$ cat config.mk
export PLATFORM = sky130hd
export DESIGN_NAME = ibex_load_resp_assembler
export DESIGN_NICKNAME = d
export VERILOG_FILES = /design/src/rtl/ibex_load_resp_assembler.sv
export SDC_FILE = /design/constraint.sdc
export NUM_CORES = 1
export LEC_CHECK = 0
export BUFFER_PORTS_ARGS = -buffer_cell sky130_fd_sc_hd__buf_2
export CAP_MARGIN = 10
export CORE_ASPECT_RATIO = 0.6
export CORE_MARGIN = 2
export CORE_UTILIZATION = 46
export CTS_CLUSTER_DIAMETER = 50
export CTS_CLUSTER_SIZE = 8
export DETAILED_ROUTE_END_ITERATION = 7
export PLACE_DENSITY = 0.86
export SLEW_MARGIN = 20
export SYNTH_ARGS = -nofsm -noshare
export SYNTH_HDL_FRONTEND = slang
export SYNTH_SLANG_ARGS = --single-unit
$ cat constraint.sdc
create_clock -name clk_i -period 1.59 [get_ports clk_i]
set_input_delay 0.0795 -clock clk_i [delete_from_list [all_inputs] [get_ports clk_i]]
set_output_delay 0.0795 -clock clk_i [all_outputs]
set_load 0.02 [all_outputs]
$ cat src/rtl/ibex_load_resp_assembler.sv
// Load response assembler: sits between the data-bus response port and writeback.
// Collects one or two response beats per load, then aligns, sign-extends and merges them
// into an integer or memory-format capability register-file write. The final-beat outputs
// are combinational, so the result is usable in the same cycle as the last beat.
//
// Ports:
//   clk_i, rst_ni            clock, asynchronous active-low reset
//   load_start_i ... load_rd_i  load issue (type, sign-ext, addr[1:0], rd!=x0)
//   ready_o                  idle, may accept load_start_i
//   data_rvalid_i ... data_err_i  bus response beat (data, tag, error)
//   rf_we_lsu_o, rf_wcap_lsu_o  register-file write enable / capability write
//   rf_wdata_int_lsu_o       integer load result
//   rf_wdata_cap_lsu_o       memory-format capability {tag, word1, word0}
//   lsu_resp_valid_o, lsu_resp_err_o  load completion and error
module ibex_load_resp_assembler #(
  parameter int unsigned MemCapWidth = 65,
  parameter bit          ResetAll    = 1'b0
) (
  input  logic                   clk_i,
  input  logic                   rst_ni,
  input  logic                   load_start_i,
  input  logic [1:0]             load_type_i,
  input  logic                   load_sign_ext_i,
  input  logic [1:0]             load_offset_i,
  input  logic                   load_rd_i,
  output logic                   ready_o,
  input  logic                   data_rvalid_i,
  input  logic [31:0]            data_rdata_i,
  input  logic                   data_rtag_i,
  input  logic                   data_err_i,
  output logic                   rf_we_lsu_o,
  output logic                   rf_wcap_lsu_o,
  output logic [31:0]            rf_wdata_int_lsu_o,
  output logic [MemCapWidth-1:0] rf_wdata_cap_lsu_o,
  output logic                   lsu_resp_valid_o,
  output logic                   lsu_resp_err_o
);

  localparam logic [1:0] TypeWord = 2'b00;
  localparam logic [1:0] TypeHalf = 2'b01;
  localparam logic [1:0] TypeByte = 2'b10;
  localparam logic [1:0] TypeCap  = 2'b11;

  typedef enum logic [1:0] {StIdle, StWaitLast, StWaitFirstOfTwo} state_e;

  state_e      state_q;
  logic [1:0]  type_q;
  logic [1:0]  offset_q;
  logic        sign_ext_q;
  logic        rd_q;
  logic        two_beat_q;

  // First-beat holding registers for two-beat loads
  logic [31:0] beat0_q;
  logic        tag0_q;
  logic        err0_q;

  logic        two_beat_start;
  logic        capture_first;
  logic        complete;
  logic        resp_err;
  logic [63:0] src;
  logic [63:0] aligned;
  logic [64:0] cap_full;

  assign two_beat_start = ((load_type_i == TypeWord) && (load_offset_i != 2'd0)) ||
                          ((load_type_i == TypeHalf) && (load_offset_i == 2'd3)) ||
                          (load_type_i == TypeCap);

  assign ready_o       = (state_q == StIdle);
  assign capture_first = (state_q == StWaitFirstOfTwo) && data_rvalid_i;
  assign complete      = (state_q == StWaitLast) && data_rvalid_i;

  always_ff @(posedge clk_i or negedge rst_ni) begin
    if (!rst_ni) begin
      state_q    <= StIdle;
      type_q     <= TypeWord;
      offset_q   <= 2'd0;
      sign_ext_q <= 1'b0;
      rd_q       <= 1'b0;
      two_beat_q <= 1'b0;
    end else begin
      unique case (state_q)
        StIdle: begin
          if (load_start_i) begin
            type_q     <= load_type_i;
            offset_q   <= load_offset_i;
            sign_ext_q <= load_sign_ext_i;
            rd_q       <= load_rd_i;
            two_beat_q <= two_beat_start;
            state_q    <= two_beat_start ? StWaitFirstOfTwo : StWaitLast;
          end
        end
        StWaitFirstOfTwo: if (data_rvalid_i) state_q <= StWaitLast;
        StWaitLast:       if (data_rvalid_i) state_q <= StIdle;
        default:          state_q <= StIdle;
      endcase
    end
  end

  if (ResetAll) begin : gen_hold_rst
    always_ff @(posedge clk_i or negedge rst_ni) begin
      if (!rst_ni) begin
        beat0_q <= 32'd0;
        tag0_q  <= 1'b0;
        err0_q  <= 1'b0;
      end else if (capture_first) begin
        beat0_q <= data_rdata_i;
        tag0_q  <= data_rtag_i;
        err0_q  <= data_err_i;
      end
    end
  end else begin : gen_hold_norst
    always_ff @(posedge clk_i) begin
      if (capture_first) begin
        beat0_q <= data_rdata_i;
        tag0_q  <= data_rtag_i;
        err0_q  <= data_err_i;
      end
    end
  end

  // A 64-bit {beat1, beat0} window shifted by the byte offset covers single-beat,
  // misaligned-word and offset-3 half loads with one shifter.
  assign src      = two_beat_q ? {data_rdata_i, beat0_q} : {32'd0, data_rdata_i};
  assign aligned  = src >> {offset_q, 3'b000};
  assign resp_err = data_err_i | (two_beat_q & err0_q);
  assign cap_full = {~resp_err & tag0_q & data_rtag_i, data_rdata_i, beat0_q};

  // All outputs stay at zero outside the final-beat cycle so the writeback OR-mux is clean.
  always_comb begin
    rf_we_lsu_o        = 1'b0;
    rf_wcap_lsu_o      = 1'b0;
    rf_wdata_int_lsu_o = 32'd0;
    rf_wdata_cap_lsu_o = '0;
    lsu_resp_valid_o   = 1'b0;
    lsu_resp_err_o     = 1'b0;
    if (complete) begin
      lsu_resp_valid_o = 1'b1;
      lsu_resp_err_o   = resp_err;
      rf_we_lsu_o      = rd_q & ~resp_err;
      unique case (type_q)
        TypeWord: rf_wdata_int_lsu_o = aligned[31:0];
        TypeHalf: rf_wdata_int_lsu_o = {{16{sign_ext_q & aligned[15]}}, aligned[15:0]};
        TypeByte: rf_wdata_int_lsu_o = {{24{sign_ext_q & aligned[7]}}, aligned[7:0]};
        TypeCap: begin
          rf_wdata_int_lsu_o = beat0_q;
          rf_wcap_lsu_o      = ~resp_err;
          rf_wdata_cap_lsu_o = MemCapWidth'(cap_full);
        end
        default: rf_wdata_int_lsu_o = 32'd0;
      endcase
    end
  end

  // Protocol checks
  a_start_when_busy : assert property (@(posedge clk_i) disable iff (!rst_ni)
    !(load_start_i && !ready_o));
  a_cap_aligned : assert property (@(posedge clk_i) disable iff (!rst_ni)
    (load_start_i && ready_o && (load_type_i == TypeCap)) |-> (load_offset_i == 2'd0));
  // Stray beats of a load aborted by reset land here, so this only warns.
  a_rvalid_idle : assert property (@(posedge clk_i) disable iff (!rst_ni)
    !(data_rvalid_i && (state_q == StIdle)))
    else $warning("data_rvalid_i while idle, beat ignored");

endmodule

# --- Yosys cells after proc, flatten, opt, wreduce, memory -nomap -nowiden ---
# Index checks and enable logic that the tools add are counted.
word_totals:
  ff_bits: 43
  input_bits: 44
  output_inout_bits: 102
classes:
  eq_ne: 11
  shift: 1
  n_mux: 15
  bitwise: 8
  n_reduce_logical: 12
ops:
  columns: ["operator", "n"]
  rows:
  - ["$mux W65", 2]
  - ["$pmux W32 S4", 1]
  - ["$mux W64", 1]
  - ["$shr A64 B5 Y32", 1]
  - ["$mux W32", 1]
  - ["$eq A2 B2 Y1 const B", 5]
  - ["$mux W2", 4]
  - ["$and A1 B1 Y1", 6]
  - ["$eq A2 B1 Y1 const B", 3]
  - ["$logic_not A2 Y1", 3]
  - ["$ne A2 B2 Y1 const B", 3]
  - ["$pmux W2 S3", 1]
  - ["$mux W1", 5]
  - ["$logic_and A1 B1 Y1", 4]
  - ["$reduce_and A3 Y1", 1]
  - ["$logic_or A1 B1 Y1", 2]
  - ["$reduce_and A2 Y1", 1]
  - ["$reduce_bool A2 Y1", 1]
  - ["$not A1 Y1", 1]
  - ["$or A1 B1 Y1", 1]

# --- Depth between registers and ports, before layout ---
depth:
  word_depth: 7
  mapped_depth: 8

# --- Worst setup path after synthesis ---
# Ideal clock, no wire load.
synth_timing:
  path_kind: "reg2out"
  startpoint: "reg offset_q[0]"
  endpoint: "out rf_wdata_int_lsu_o[31]"
  arrival_ns: 1.821
  required_ns: 1.510
  setup_slack_ns: -0.310
  path_stages_with_launch: 7
  path_buffers: 2
  cell_sequence: "dfrtp_1 buf_6 buf_12 mux2i_1 a22oi_4 nand3_4 a311oi_1"
synth_between:
  elab_chain_len: 4
synth_lines:
  columns: ["item", "line_no", "rtl"]
  rows:
  - ["start: declaration", "48", "logic [1:0] offset_q;"]
  - ["start signal: assignment", "87", "offset_q <= load_offset_i;"]
  - ["$shr A64 B5 Y32 (*)", "126", "assign aligned = src >> {offset_q, 3'b000};"]
  - ["$and A1 B1 Y1, on equally long branches", "145, 144", null]
  - ["$pmux W32 S4 (*)", "142", "unique case (type_q)"]
  - ["$mux W32 (*)", "138", "if (complete) begin"]
  - ["end: declaration", "33", "output logic [31:0] rf_wdata_int_lsu_o,"]
# Mark *: on every way between the ends. The rest lies on a longest branch, timed or not.

# --- Worst setup path in the final report ---
layout_timing:
  startpoint: "reg offset_q[0]"
  endpoint: "out rf_wdata_int_lsu_o[30]"
# Same word-level chain as after synthesis.

==> metrics.txt <==
synthesis-to-finish area growth=92.9%; Max FO, Critical Path=5; placed inst area=5570 sq um; cts bufs inserted=5; clk_skew=0.00606 ns; GRT Resource Usage Total=0.417; Slew @ Worst Pin=0.409 ns; global route overflow=0; Mapped Nets=441; internal cell power=7.51 mW; Yosys reg bits=43; Max Cap Violations=0; Setup WS pre-CTS=-0.461 ns; average size of a mapped cell=9.87 sq um; port buffer count=145; area of the mapped netlist=3920 sq um; vias in the first global route=4768; Synth top area share=0.261; Slew Limit Fails=0; Yosys top cell by area=edfxtp_1; clock sink total=43; Highest Clock Rate=0.426 GHz; die height=75.5 um; Core Region=8390 sq um; count of different cell masters after synthesis=45; global-route wire length before repair=28100 um; fin area=7560 sq um; Highest Signal Layer=met5; EDFF count, synth=34; hold_ws=0.00985 ns; Startpoint Class=register; ys flop type=edfxtp_1; Initial Util=0.467; Final Wtd Congestion=0.986; RSZ-0062 raised after global routing=yes; final count of hold timing violations=0; wire per inst=27.5 um; # IOs=146; Synth top cells by count=79 x and2_1, 36 x nand2_1, 34 x edfxtp_1; register share of total power=0.117; Reg2Reg Depth=4; CP arrival=2.27 ns; Clk pwr share=0.075; count leader, synth=and2_1; sequential cell area fraction in the yosys report=0.318; placed insts=702; CP Class=register to output pin; vias per std cell=6.68; Final Critical Period=2.35 ns; Worst VDD drop=0.00107 V; die area=9300 sq um; Skew-Pair Late Insertion Delay=0.30 ns; final wirelength=21100 um; # setup viols final=101; CP Capture Type=output pin; Slew Limit Headroom=0.719; Worst Hold Depth=1; Routed Antenna Nets=0; DP Wirelength=11400 um; type of the tightest min-delay check=input port to register; metal2 WL=9360 um; drt drc=0; Gate Count Post-Synth=397; run status=complete, but fails checks; H-tree Lvls=2; ys async rst share=0.209; Final period util=1.48; synth top area cells=edfxtp_1 26%, and2_1 13%, mux4_2 8.6%; Lkg Pwr=3.20 nW; Gate power share=0.807; largest net degree at the start of global routing=35; power density cells=1870 nW/um^2; initial DRC count=754; Layout Cells excl Fill=766; Synth Warn #=0; sw frac=0.467; Clock Path Buffers=2; CTS clk-pin slew, worst paths=0.07 ns; site row count=26; First-pass DRT Iterations=6; initial antenna violation count=1; fraction of layout cells with a size suffix above 1=0.723; sw power=6.59 mW; worst setup margin=-0.758 ns; CTS tree=yes; required time worst endpoint=1.51 ns; fin nets=696; Met1 Wirelength=7860 um; failing checks=negative setup slack; metal3 WL=3020 um; Clock Tree Root=clkbuf_16; Die W=123 um; DR vias=5120
==> per-stage QoR <==
stage | utilization | total power, mW | TNS (ns)
4_1_cts | 0.866 | 12.5 | -34.81
3_3_place_gp | 0.664 | 8.93 | -9.88
3_5_place_dp | 0.664 | 9.09 | -11.33
2_1_floorplan | - | 6.77 | -13.81
6_report | 0.901 | 14.1 | -42.50
5_1_grt | 0.901 | 14.5 | -48.58
==> cell type report <==
| cell class | count | area (sq um) |
|---|---|---|
| repair buffers | 284 | 2880 |
| fillers | 347 | 832 |
| multi-input cells | 316 | 3130 |
| well taps | 112 | 140 |
| clock buffers | 6 | 129 |
| diodes | 1 | 2.50 |
| clock inverters | 2 | 12.5 |
| inverters | 2 | 11.3 |
| flip-flops and latches | 43 | 1250 |
==> placed cells by master (no fill, tap or decap), types with 6 or more instances in the layout <==
cell	n
a211oi_2	12
a21oi_1	11
a22o_1	7
a311oi_2	10
a311oi_4	6
a31oi_4	7
and2_1	11
and2_4	68
buf_12	19
buf_2	45
buf_4	97
buf_6	102
buf_8	11
clkbuf_16	8
edfxtp_1	34
mux2_2	12
mux2i_1	21
mux4_2	15
nand2_1	31
nand2b_1	8
nor2_1	9
o21ai_0	17
==> cell families after synthesis <==
| group | Yosys count | synth area share |
|---|---|---|
| and+or+nand+nor | 160 | 0.228 |
| AOI/OAI and AO/OA | 99 | 0.196 |
| muxes | 56 | 0.197 |
| DFF | 43 | 0.318 |
| buffers and inverters | 39 | 0.0610 |
==> registers in the layout, summed over array words and instances, names as in the netlist <==
signal      cells
rd_q            1
two_beat_q      1
sign_ext_q      1
tag0_q          1
offset_q        2
err0_q          1
beat0_q        32
type_q          2
state_q         2
==> critical path, stage by stage, from the launching register on <==
cell and delay (ns):
dfrtp_2 0.43, buf_8 0.16, mux2_4 0.32, a221o_2 0.45, a32oi_4 0.34, a211oi_4 0.11, buf_6 0.15
==> metal layers <==
layer / track usage / up-vias
li1: - / 2009
met5: 0 / -
met1: 0.540 / 2488
met3: 0.141 / 111
met2: 0.677 / 510
met4: 0.115 / 2
==> repair_timing <==
| action | 4_1_cts | 5_1_grt |
|---|---|---|
| gates cloned | 14 | 3 |
| pin swaps | 59 | 41 |
| hold buffers | 2 | 0 |
| setup endpoints to repair | 100 | 101 |
| buffers inserted | 29 | 16 |
| resized for setup | 305 | 68 |
| endpoints found under the hold margin | 10 | 0 |
==> power groups by stage <==
stage | combinational, mW | sequential (mW) | clock (mW)
floorplan | 5.26 | 1.51 | 0
global placement | 7.30 | 1.63 | 0
detailed placement | 7.44 | 1.64 | 0
CTS | 9.88 | 1.62 | 1.05
global route | 11.7 | 1.66 | 1.10
finish | 11.4 | 1.66 | 1.06
==> path summary, 6_finish.rpt <==
kind	from	endpoint	slack (ns)
min	data_err_i	err0_q	0.01
min reg2reg	rd_q	rd_q	0.56
max	offset_q[0]	rf_wdata_int_lsu_o[30]	-0.76
max in group asynchronous	rst_ni	offset_q[0]	1.20
max reg2reg	state_q[1]	offset_q[0]	0.05
min in group asynchronous	rst_ni	type_q[0]	0.17
No activity file was read; power rests on OpenSTA's default activity.
